[config.mk]
export PLATFORM = sky130hd
export DESIGN_NAME = glyph_string_renderer_flat
export DESIGN_NICKNAME = d
export VERILOG_FILES = /design/src/rtl/glyph_pkg.sv /design/src/rtl/glyph_string_renderer_if.sv /design/src/rtl/glyph_rom.sv /design/src/rtl/glyph_string_renderer.sv /design/src/flat_wrapper.sv
export SDC_FILE = /design/constraint.sdc
export NUM_CORES = 1
export LEC_CHECK = 0
export CAP_MARGIN = 40
export CORE_MARGIN = 5
export CORE_UTILIZATION = 35
export CTS_CLUSTER_DIAMETER = 30
export CTS_CLUSTER_SIZE = 10
export DETAILED_ROUTE_END_ITERATION = 12
export GPL_TIMING_DRIVEN = 0
export SYNTH_ARGS = -nofsm -noshare
export SYNTH_HDL_FRONTEND = slang
export SYNTH_SLANG_ARGS = --single-unit
[constraint.sdc]
create_clock -name clk -period 5.1 [get_ports clk]
set_clock_uncertainty 0.1 [all_clocks]
set_input_delay 1.02 -clock clk [delete_from_list [all_inputs] [get_ports clk]]
set_output_delay 1.02 -clock clk [all_outputs]
set_load 0.005 [all_outputs]
[src/rtl/glyph_pkg.sv]
// rtl/glyph_pkg.sv - shared glyph constants, code/mask types and mask builder
package glyph_pkg;
  localparam int GLYPH_COLS  = 4;
  localparam int GLYPH_ROWS  = 5;
  localparam int GLYPH_PITCH = 5;
  localparam int CODE_W      = 5;
  localparam int CODE_BLANK  = 0;
  localparam int CODE_A      = 1;

  typedef logic [GLYPH_COLS*GLYPH_ROWS-1:0] glyph_mask_t;
  typedef logic [CODE_W-1:0]                glyph_code_t;

  // Rows are written MSB = leftmost column; the mask stores col 0 at bit row*4.
  function automatic glyph_mask_t glyph_from_rows(input logic [3:0] r0, input logic [3:0] r1,
                                                  input logic [3:0] r2, input logic [3:0] r3,
                                                  input logic [3:0] r4);
    logic [19:0] rows;
    glyph_mask_t m;
    rows = {r4, r3, r2, r1, r0};
    m = '0;
    for (int r = 0; r < GLYPH_ROWS; r++) begin
      for (int c = 0; c < GLYPH_COLS; c++) begin
        m[r*GLYPH_COLS + c] = rows[r*GLYPH_COLS + (GLYPH_COLS-1-c)];
      end
    end
    return m;
  endfunction
endpackage

[src/rtl/glyph_string_renderer_if.sv]
// rtl/glyph_string_renderer_if.sv - pixel, buffer-write and output signals of the renderer
interface glyph_string_renderer_if
  import glyph_pkg::*;
#(
  parameter int COORD_W = 10,
  parameter int IDX_W   = 4
);
  logic [COORD_W-1:0] x;
  logic [COORD_W-1:0] y;
  logic               pix_valid;
  logic [COORD_W-1:0] x0;
  logic [COORD_W-1:0] y0;
  logic               en;
  logic               frame_tick;
  logic               wr_en;
  logic [IDX_W-1:0]   wr_idx;
  glyph_code_t        wr_code;
  logic               blink;
  logic               disp;
  logic               disp_valid;

  modport master (
    output x, y, pix_valid, x0, y0, en, frame_tick, wr_en, wr_idx, wr_code, blink,
    input  disp, disp_valid
  );

  modport slave (
    input  x, y, pix_valid, x0, y0, en, frame_tick, wr_en, wr_idx, wr_code, blink,
    output disp, disp_valid
  );
endinterface

[src/rtl/glyph_rom.sv]
// rtl/glyph_rom.sv - combinational 4x5 font lookup for A..Z; other codes are blank
module glyph_rom
  import glyph_pkg::*;
(
  input  glyph_code_t i_code,
  output glyph_mask_t o_mask
);
  always_comb begin
    o_mask = '0;
    case (i_code)
      5'd1:  o_mask = glyph_from_rows(4'b0110, 4'b1001, 4'b1111, 4'b1001, 4'b1001);
      5'd2:  o_mask = glyph_from_rows(4'b1110, 4'b1001, 4'b1110, 4'b1001, 4'b1110);
      5'd3:  o_mask = glyph_from_rows(4'b0111, 4'b1000, 4'b1000, 4'b1000, 4'b0111);
      5'd4:  o_mask = glyph_from_rows(4'b1110, 4'b1001, 4'b1001, 4'b1001, 4'b1110);
      5'd5:  o_mask = glyph_from_rows(4'b1111, 4'b1000, 4'b1110, 4'b1000, 4'b1111);
      5'd6:  o_mask = glyph_from_rows(4'b1111, 4'b1000, 4'b1110, 4'b1000, 4'b1000);
      5'd7:  o_mask = glyph_from_rows(4'b0111, 4'b1000, 4'b1011, 4'b1001, 4'b0111);
      5'd8:  o_mask = glyph_from_rows(4'b1001, 4'b1001, 4'b1111, 4'b1001, 4'b1001);
      5'd9:  o_mask = glyph_from_rows(4'b1110, 4'b0100, 4'b0100, 4'b0100, 4'b1110);
      5'd10: o_mask = glyph_from_rows(4'b0001, 4'b0001, 4'b0001, 4'b1001, 4'b0110);
      5'd11: o_mask = glyph_from_rows(4'b1001, 4'b1010, 4'b1100, 4'b1010, 4'b1001);
      5'd12: o_mask = glyph_from_rows(4'b1000, 4'b1000, 4'b1000, 4'b1000, 4'b1111);
      5'd13: o_mask = glyph_from_rows(4'b1001, 4'b1111, 4'b1111, 4'b1001, 4'b1001);
      5'd14: o_mask = glyph_from_rows(4'b1001, 4'b1101, 4'b1011, 4'b1001, 4'b1001);
      5'd15: o_mask = glyph_from_rows(4'b0110, 4'b1001, 4'b1001, 4'b1001, 4'b0110);
      5'd16: o_mask = glyph_from_rows(4'b1110, 4'b1001, 4'b1110, 4'b1000, 4'b1000);
      5'd17: o_mask = glyph_from_rows(4'b0110, 4'b1001, 4'b1001, 4'b1011, 4'b0111);
      5'd18: o_mask = glyph_from_rows(4'b1110, 4'b1001, 4'b1110, 4'b1001, 4'b1001);
      5'd19: o_mask = glyph_from_rows(4'b0111, 4'b1000, 4'b0110, 4'b0001, 4'b1110);
      5'd20: o_mask = glyph_from_rows(4'b1111, 4'b0100, 4'b0100, 4'b0100, 4'b0100);
      5'd21: o_mask = glyph_from_rows(4'b1001, 4'b1001, 4'b1001, 4'b1001, 4'b0110);
      5'd22: o_mask = glyph_from_rows(4'b1001, 4'b1001, 4'b1001, 4'b0110, 4'b0110);
      5'd23: o_mask = glyph_from_rows(4'b1001, 4'b1001, 4'b1111, 4'b1111, 4'b1001);
      5'd24: o_mask = glyph_from_rows(4'b1001, 4'b1001, 4'b0110, 4'b1001, 4'b1001);
      5'd25: o_mask = glyph_from_rows(4'b1001, 4'b1001, 4'b0110, 4'b0100, 4'b0100);
      5'd26: o_mask = glyph_from_rows(4'b1111, 4'b0001, 4'b0110, 4'b1000, 4'b1111);
      default: o_mask = '0;
    endcase
  end
endmodule

[src/rtl/glyph_string_renderer.sv]
// rtl/glyph_string_renderer.sv - 2-stage pixel renderer for a double-buffered glyph string
// Optional frame blink gated by macro GLYPH_STRING_BLINK_EN.
module glyph_string_renderer
  import glyph_pkg::*;
#(
  parameter int COORD_W   = 10,
  parameter int MAX_CHARS = 8,
  parameter int CELL_LOG2 = 3,
  parameter int IDX_W     = 4
)(
  input logic                     clk,
  input logic                     rst_n,
  glyph_string_renderer_if.slave  bus
);
  localparam int CX_W = COORD_W + 1 - CELL_LOG2;
  localparam logic [COORD_W:0] W_PIX = (COORD_W+1)'((GLYPH_PITCH*MAX_CHARS - 1) << CELL_LOG2);
  localparam logic [COORD_W:0] H_PIX = (COORD_W+1)'(GLYPH_ROWS << CELL_LOG2);

  glyph_code_t      r_shadow [MAX_CHARS];
  glyph_code_t      r_active [MAX_CHARS];
  logic             r_inside, r_pv, r_disp, r_disp_valid;
  logic [IDX_W-1:0] r_char_idx;
  logic [2:0]       r_col, r_row;

  logic [COORD_W:0] w_dx, w_dy;
  logic [CX_W-1:0]  w_cx, w_base;
  logic [IDX_W-1:0] w_char_idx;
  logic [2:0]       w_col, w_row;
  logic             w_inside, w_wr_ok, w_blink_ok, w_glyph_bit;
  logic [4:0]       w_bit_idx;
  glyph_code_t      w_code;
  glyph_mask_t      w_mask;

  // One extra bit keeps x - x0 from wrapping into the visible window.
  assign w_dx     = {1'b0, bus.x} - {1'b0, bus.x0};
  assign w_dy     = {1'b0, bus.y} - {1'b0, bus.y0};
  assign w_inside = (bus.x > bus.x0) && (bus.y > bus.y0) && (w_dx < W_PIX) && (w_dy < H_PIX);
  assign w_cx     = w_dx[COORD_W:CELL_LOG2];
  assign w_row    = w_dy[CELL_LOG2 +: 3];

  always_comb begin
    w_char_idx = '0;
    w_base     = '0;
    for (int i = 1; i < MAX_CHARS; i++) begin
      if (w_cx >= CX_W'(GLYPH_PITCH*i)) begin
        w_char_idx = IDX_W'(i);
        w_base     = CX_W'(GLYPH_PITCH*i);
      end
    end
    w_col = 3'(w_cx - w_base);
  end

  assign w_wr_ok = bus.wr_en && ({1'b0, bus.wr_idx} < (IDX_W+1)'(MAX_CHARS));

  // A write landing on the commit cycle is forwarded into the active copy.
  always_ff @(posedge clk) begin
    if (!rst_n) begin
      for (int i = 0; i < MAX_CHARS; i++) begin
        r_shadow[i] <= glyph_code_t'(CODE_BLANK);
        r_active[i] <= glyph_code_t'(CODE_BLANK);
      end
    end else begin
      for (int i = 0; i < MAX_CHARS; i++) begin
        if (w_wr_ok && bus.wr_idx == IDX_W'(i))
          r_shadow[i] <= bus.wr_code;
        if (bus.frame_tick)
          r_active[i] <= (w_wr_ok && bus.wr_idx == IDX_W'(i)) ? bus.wr_code : r_shadow[i];
      end
    end
  end

  always_ff @(posedge clk) begin
    if (!rst_n) begin
      r_inside   <= 1'b0;
      r_pv       <= 1'b0;
      r_char_idx <= '0;
      r_col      <= '0;
      r_row      <= '0;
    end else begin
      r_inside   <= w_inside && bus.en && bus.pix_valid;
      r_pv       <= bus.pix_valid;
      r_char_idx <= w_char_idx;
      r_col      <= w_col;
      r_row      <= w_row;
    end
  end

  always_comb begin
    w_code = glyph_code_t'(CODE_BLANK);
    for (int i = 0; i < MAX_CHARS; i++) begin
      if (r_char_idx == IDX_W'(i))
        w_code = r_active[i];
    end
  end

  glyph_rom u_rom (
    .i_code (w_code),
    .o_mask (w_mask)
  );

  assign w_bit_idx   = {r_row, 2'b00} + {3'b000, r_col[1:0]};
  assign w_glyph_bit = w_mask[w_bit_idx];

`ifdef GLYPH_STRING_BLINK_EN
  logic [4:0] r_blink_cnt;
  always_ff @(posedge clk) begin
    if (!rst_n)
      r_blink_cnt <= '0;
    else if (bus.frame_tick)
      r_blink_cnt <= r_blink_cnt + 5'd1;
  end
  assign w_blink_ok = !(bus.blink && r_blink_cnt[4]);
`else
  assign w_blink_ok = 1'b1;
`endif

  always_ff @(posedge clk) begin
    if (!rst_n) begin
      r_disp       <= 1'b0;
      r_disp_valid <= 1'b0;
    end else begin
      r_disp       <= r_inside && (r_col != 3'd4) && w_glyph_bit && w_blink_ok;
      r_disp_valid <= r_pv;
    end
  end

  assign bus.disp       = r_disp;
  assign bus.disp_valid = r_disp_valid;
endmodule

[src/flat_wrapper.sv]
// flat-port wrapper written by rule: the top's interface ports become plain ports
module glyph_string_renderer_flat import glyph_pkg::*;
#(
  parameter int COORD_W   = 10,
  parameter int MAX_CHARS = 8,
  parameter int CELL_LOG2 = 3,
  parameter int IDX_W     = 4
)
  (clk, rst_n, bus_x, bus_y, bus_pix_valid, bus_x0, bus_y0, bus_en, bus_frame_tick, bus_wr_en, bus_wr_idx, bus_wr_code, bus_blink, bus_disp, bus_disp_valid);
  glyph_string_renderer_if #(.COORD_W(COORD_W), .IDX_W(IDX_W)) bus_i ();
  input logic clk;
  input logic rst_n;
  input wire logic [$bits(bus_i.x)-1:0] bus_x;
  input wire logic [$bits(bus_i.y)-1:0] bus_y;
  input wire logic [$bits(bus_i.pix_valid)-1:0] bus_pix_valid;
  input wire logic [$bits(bus_i.x0)-1:0] bus_x0;
  input wire logic [$bits(bus_i.y0)-1:0] bus_y0;
  input wire logic [$bits(bus_i.en)-1:0] bus_en;
  input wire logic [$bits(bus_i.frame_tick)-1:0] bus_frame_tick;
  input wire logic [$bits(bus_i.wr_en)-1:0] bus_wr_en;
  input wire logic [$bits(bus_i.wr_idx)-1:0] bus_wr_idx;
  input wire logic [$bits(bus_i.wr_code)-1:0] bus_wr_code;
  input wire logic [$bits(bus_i.blink)-1:0] bus_blink;
  output wire logic [$bits(bus_i.disp)-1:0] bus_disp;
  output wire logic [$bits(bus_i.disp_valid)-1:0] bus_disp_valid;
  assign bus_i.x = bus_x;
  assign bus_i.y = bus_y;
  assign bus_i.pix_valid = bus_pix_valid;
  assign bus_i.x0 = bus_x0;
  assign bus_i.y0 = bus_y0;
  assign bus_i.en = bus_en;
  assign bus_i.frame_tick = bus_frame_tick;
  assign bus_i.wr_en = bus_wr_en;
  assign bus_i.wr_idx = bus_wr_idx;
  assign bus_i.wr_code = bus_wr_code;
  assign bus_i.blink = bus_blink;
  assign bus_disp = bus_i.disp;
  assign bus_disp_valid = bus_i.disp_valid;
  glyph_string_renderer #(.COORD_W(COORD_W), .MAX_CHARS(MAX_CHARS), .CELL_LOG2(CELL_LOG2), .IDX_W(IDX_W)) u_core (.clk(clk), .rst_n(rst_n), .bus(bus_i));
endmodule
==> results.json, run 1 <==
{
  "synth_top_area_cell": "edfxtp_1",
  "fmax_mhz": 219,
  "worst-endpoint-required_ns": 5.27,
  "grt_antenna_before_repair": 0,
  "grt_max_degree": 28,
  "rows": 48,
  "grt_pass1_vias": 5049,
  "post-route-util": 0.422,
  "cts.repair.resized": 0,
  "finalCriticalPeriod_ns": 4.56,
  "antenna_cells": 0,
  "outcome": "finished clean",
  "ys_warn_count": 0,
  "cts_root_buffer": "clkbuf_16",
  "worst-setup-path-type": "primary input to flip-flop",
  "synth.area.top_cells": "edfxtp_1 38%, mux2i_1 8.3%, ha_1 5.8%",
  "drt_iter0_drc": 318,
  "drv_cap": 0,
  "synth_ff_type": "edfxtp_1",
  "fin_setup_tns_ns": 0,
  "grt_overflow": 0,
  "wl_per_cell_um": 17.1,
  "grt_pass1_wl_mm": 25.9,
  "syn_inst": 646,
  "drtAntennaViolNets": 0,
  "cts_tree": "built",
  "startpoint_type": "primary input",
  "synthTopCellsByCount": "93 x nor2_1, 80 x edfxtp_1, 52 x mux2i_1",
  "dpl.hpwl_mm": 12.3,
  "worst_pin_slew_ns": 0.865,
  "ys_types": 72,
  "power_mw": 2.29,
  "clock-sinks": 93,
  "cp.arrival_ns": 4.73,
  "first_pass_iters": 5,
  "synth_seq_area_share": 0.426,
  "synth_async_sr_flop_share": 0,
  "grt_use_total": 0.159,
  "drc": 0,
  "wl_mm": 16.0,
  "drive_above_1_share": 0.0714,
  "hold_path_class": "flip-flop to flip-flop",
  "synth_seq_cells": 93,
  "syn-mean-instance-area_um2": 9.68,
  "start_util": 0.359,
  "cp-end-kind": "flip-flop",
  "hold_buffers": 0,
  "leakage_nw": 2.98,
  "r2r_slack_ns": 0.80,
  "synth_top_area_share": 0.384,
  "h-tree-depth": 3,
  "cts_buffers": 9,
  "rsz0062_at_grt": "no",
  "ir_drop_uv": 227,
  "powerDensity_mw_per_mm2": 312,
  "fp.dieH_um": 144,
  "slew_headroom": 0.407,
  "synth.cell_area_mm2": 0.00625,
  "hold_viol_final": 0,
  "fin_nets": 795,
  "synth-edff-count": 80,
  "clk_latency_ns": 0.35,
  "fin_area_mm2": 0.00734,
  "period_share": 0.895,
  "area_delta_synth_final_pct": 17.5,
  "cts_max_path_buffers": 2,
  "dpl_cell_area_mm2": 0.00707,
  "io_pins": 58,
  "cts.clk_slew.worst_paths_ns": 0.06,
  "final-setup-viol-count": 0,
  "core_area_mm2": 0.0174,
  "timing.hold.ws_ns": 0.338,
  "vias": 5010,
  "drv_slew": 0,
  "critPathMaxFanout": 3,
  "io_buffers": 51,
  "gp_congestion": 0.929,
  "routed_via_density": 5.34,
  "synth_nets": 732,
  "dieWidth_um": 144,
  "yosysMostFrequentCell": "nor2_1",
  "post_cts_buffers": 0,
  "die_area_mm2": 0.0206
}
[flip-flops by register name (all words and copies together) (netlist names)]
signal                 flops
u_core.r_shadow           40
u_core.bus.disp_valid      1
u_core.bus.disp            1
u_core.r_inside            1
u_core.r_active           40
u_core.r_row               3
u_core.r_pv                1
u_core.r_char_idx          3
u_core.r_col               3
[final cells by class]
type | instances | area [um2]
fillers | 1708 | 10100
multi-input cells | 470 | 3210
flip-flops and latches | 93 | 2660
repair buffers | 52 | 538
well taps | 225 | 282
plain buffers | 45 | 239
clock buffers | 10 | 229
inverters | 38 | 143
clock inverters | 6 | 40.0
[where the power goes]
group	switching [mW]	leakage [nW]	total (mW)	internal, mW
clock network	0.278	0.128	0.607	0.329
registers	0.0243	0.930	0.914	0.889
logic	0.456	1.92	0.768	0.311
[placed cells by master (no fill, tap or decap), types with 5 or more instances in the layout]
cell type,instances
a21boi_0,5
a21oi_1,33
a31oi_1,11
and2_1,12
buf_2,5
clkbuf_1,32
clkbuf_16,9
clkdlybuf4s50_1,51
dfxtp_1,13
edfxtp_1,80
ha_1,29
inv_1,38
mux2i_1,52
mux4_2,6
nand2_1,42
nand2b_1,8
nand3_1,10
nand4_1,6
nor2_1,93
nor2b_1,17
nor3_1,10
o21ai_0,28
o21ai_1,5
xnor2_1,7
xor2_1,7
[final timing paths]
check,startpoint,to,depth (start not counted)
setup / recovery,bus_x0[1],u_core.r_col[2],17
setup reg to reg,u_core.r_char_idx[2],u_core.bus.disp,12
hold reg to reg,u_core.r_pv,u_core.bus.disp_valid,1
hold / removal,u_core.r_pv,u_core.bus.disp_valid,1
[worst max-delay path, stage by stage]
cell and delay (ns):
clkdlybuf4s50_1 0.45, inv_1 0.04, ha_1 0.29, nor2b_1 0.13, o21a_1 0.20, o21a_1 0.21
a22oi_1 0.22, a21oi_1 0.11, a2111oi_0 0.60, a221oi_1 0.19, o21ai_0 0.17, ha_1 0.19
inv_1 0.05, fa_1 0.37, xor2_1 0.18, nand2b_1 0.18, mux2i_1 0.14
[stage by stage]
stage / cells / worst slack, ns
5_1_grt: 939 / 0.128
6_report: 939 / 0.535
3_5_place_dp: 923 / 0.218
2_1_floorplan: 646 / 1.11
3_3_place_gp: 922 / 0.317
4_1_cts: 939 / 0.591
[per-layer routing]
| layer | track usage | wire, um | up-vias |
|---|---|---|---|
| li1 | - | - | 2457 |
| met1 | 0.207 | 7180 | 2389 |
| met2 | 0.265 | 7810 | 133 |
| met3 | 0.0290 | 638 | 31 |
| met4 | 0.0570 | 385 | 0 |
| met5 | 0 | 0 | - |
[kinds of logic (layout without fill, tap and decap cells)]
logic type,Yosys count,count (layout),share of synthesized area
xor gates and xnor gates,14,14,0.0196
DFF,93,93,0.426
AOI/OAI and AO/OA,142,142,0.151
and+or+nand+nor,223,223,0.171
buffers and inverters,83,151,0.0610
adders and majority gates,31,31,0.0628
muxes,60,60,0.109
Note: power is estimated with default switching activity, not from simulation.
==> inputs of run 2 (changes only) <==
--- a/config.mk
+++ b/config.mk
@@ -5,13 +5,14 @@
 export SDC_FILE = /design/constraint.sdc
 export NUM_CORES = 1
 export LEC_CHECK = 0
-export CAP_MARGIN = 40
+export CAP_MARGIN = 20
 export CORE_MARGIN = 5
 export CORE_UTILIZATION = 35
 export CTS_CLUSTER_DIAMETER = 30
 export CTS_CLUSTER_SIZE = 10
 export DETAILED_ROUTE_END_ITERATION = 12
 export GPL_TIMING_DRIVEN = 0
+export SKIP_CTS_REPAIR_TIMING = 1
 export SYNTH_ARGS = -nofsm -noshare
 export SYNTH_HDL_FRONTEND = slang
 export SYNTH_SLANG_ARGS = --single-unit
==> run 2 against run 1 <==
First-iteration DRC count is 26% higher; sequential power hardly changed; core utilization about the same; global-route usage is 0.060 points higher; power grew 2.0%.
==> results.json, run 2 (synthesis results as in run 1) <==
{
  "drv_cap": 0,
  "fin_nets": 794,
  "worst-endpoint-required_ns": 5.28,
  "rows": 48,
  "grt_overflow": 0,
  "hold_path_class": "flip-flop to flip-flop",
  "grt_pass1_wl_mm": 25.9,
  "wl_per_cell_um": 17.2,
  "io_pins": 58,
  "cts_tree": "built",
  "drv_slew": 0,
  "cp-end-kind": "flip-flop",
  "timing.hold.ws_ns": 0.341,
  "drc": 0,
  "gp_congestion": 0.929,
  "fin_setup_tns_ns": 0,
  "fmax_mhz": 218,
  "slew_headroom": 0.373,
  "grt_antenna_before_repair": 0,
  "multi_input_area_mm2": 0.00321,
  "period_share": 0.900,
  "drtAntennaViolNets": 0,
  "ff_latch_area_mm2": 0.00266,
  "cts_buffers": 9,
  "dpl.hpwl_mm": 12.3,
  "drt_iter0_drc": 401,
  "routed_via_density": 5.34,
  "clk_latency_ns": 0.35,
  "worst_pin_slew_ns": 0.941,
  "met2_length_mm": 7.77,
  "startpoint_type": "primary input",
  "clock-sinks": 93,
  "routed.top_layer": "met4",
  "leakage_nw": 2.98,
  "worst-setup-path-type": "primary input to flip-flop",
  "grt_pass1_vias": 4963,
  "powerDensity_mw_per_mm2": 318,
  "h-tree-depth": 3,
  "grt_use_total": 0.159,
  "r2r_slack_ns": 0.85,
  "dieWidth_um": 144,
  "met3WireLength_um": 645,
  "fp.dieH_um": 144,
  "cp.arrival_ns": 4.77,
  "cts_root_buffer": "clkbuf_16",
  "finalCriticalPeriod_ns": 4.59,
  "final-setup-viol-count": 0,
  "start_util": 0.359,
  "met1Wirelength_mm": 7.30,
  "ir_drop_uv": 228,
  "cts.clk_slew.worst_paths_ns": 0.07,
  "cts_max_path_buffers": 2,
  "hold_viol_final": 0,
  "core_area_mm2": 0.0174,
  "vias": 5005,
  "die_area_mm2": 0.0206,
  "drive_above_1_share": 0.0687,
  "outcome": "finished clean",
  "area_delta_synth_final_pct": 17.4,
  "biggestRegsByFlops": "u_core.r_active: 40 flops, u_core.r_shadow: 40 flops",
  "grt_max_degree": 41,
  "io_buffers": 51,
  "mostFrequentLayoutCells": "93 x nor2_1, 80 x edfxtp_1, 52 x mux2i_1",
  "critPathMaxFanout": 3,
  "final_common_cell": "nor2_1",
  "first_pass_iters": 5,
  "wl_mm": 16.1,
  "antenna_cells": 0,
  "n_fill_cell": 1682,
  "rsz0062_at_grt": "no"
}
run 2: power by group:
group / total (mW) / switching (mW) / internal (mW)
logic: 0.765 / 0.455 / 0.310
registers: 0.915 / 0.0247 / 0.890
clock network: 0.654 / 0.277 / 0.377
run 2: area by class of cell:
cell class                 count  area share
sequential                    93       0.363
timing repair buffer          51      0.0696
buffer                        45      0.0326
clock inverter                 7     0.00887
inverter                      38      0.0194
clock buffer                   9      0.0307
tap                          225      0.0384
multi-input combinational    470       0.438
run 2: worst paths after layout:
kind | from | endpoint | cells after the start
min reg2reg | u_core.r_pv | u_core.bus.disp_valid | 1
max | bus_x0[1] | u_core.r_col[2] | 17
max reg2reg | u_core.r_char_idx[2] | u_core.bus.disp | 12
min | u_core.r_pv | u_core.bus.disp_valid | 1
run 2: worst max-delay path, stage by stage:
cell             delay (ns)
clkdlybuf4s50_1        0.45
inv_1                  0.04
ha_1                   0.29
nor2b_1                0.13
o21a_1                 0.20
o21a_1                 0.21
a22oi_1                0.23
a21oi_1                0.12
a2111oi_0              0.62
a221oi_1               0.20
o21ai_0                0.16
ha_1                   0.18
inv_1                  0.05
fa_1                   0.37
xor2_1                 0.18
nand2b_1               0.18
mux2i_1                0.14
run 2: per-layer routing:
layer,vias to the layer above,GRT usage
li1,2467,-
met1,2386,0.214
met2,127,0.261
met3,25,0.0273
met4,0,0.0540
met5,-,0
run 2: through the flow:
| stage | setup slack (ns) | cells | power (mW) | util | instance area [um2] |
|---|---|---|---|---|---|
| detailed placement | 0.262 | 922 | 1.69 | 0.405 | 7050 |
| global placement | 0.317 | 922 | 1.68 | 0.404 | 7040 |
| global route | 0.222 | 938 | 2.46 | 0.421 | 7340 |
| CTS | 0.629 | 938 | 2.34 | 0.421 | 7340 |
| floorplan | 1.11 | 646 | 1.46 | - | 6250 |
| finish | 0.510 | 938 | 2.33 | 0.421 | 7340 |
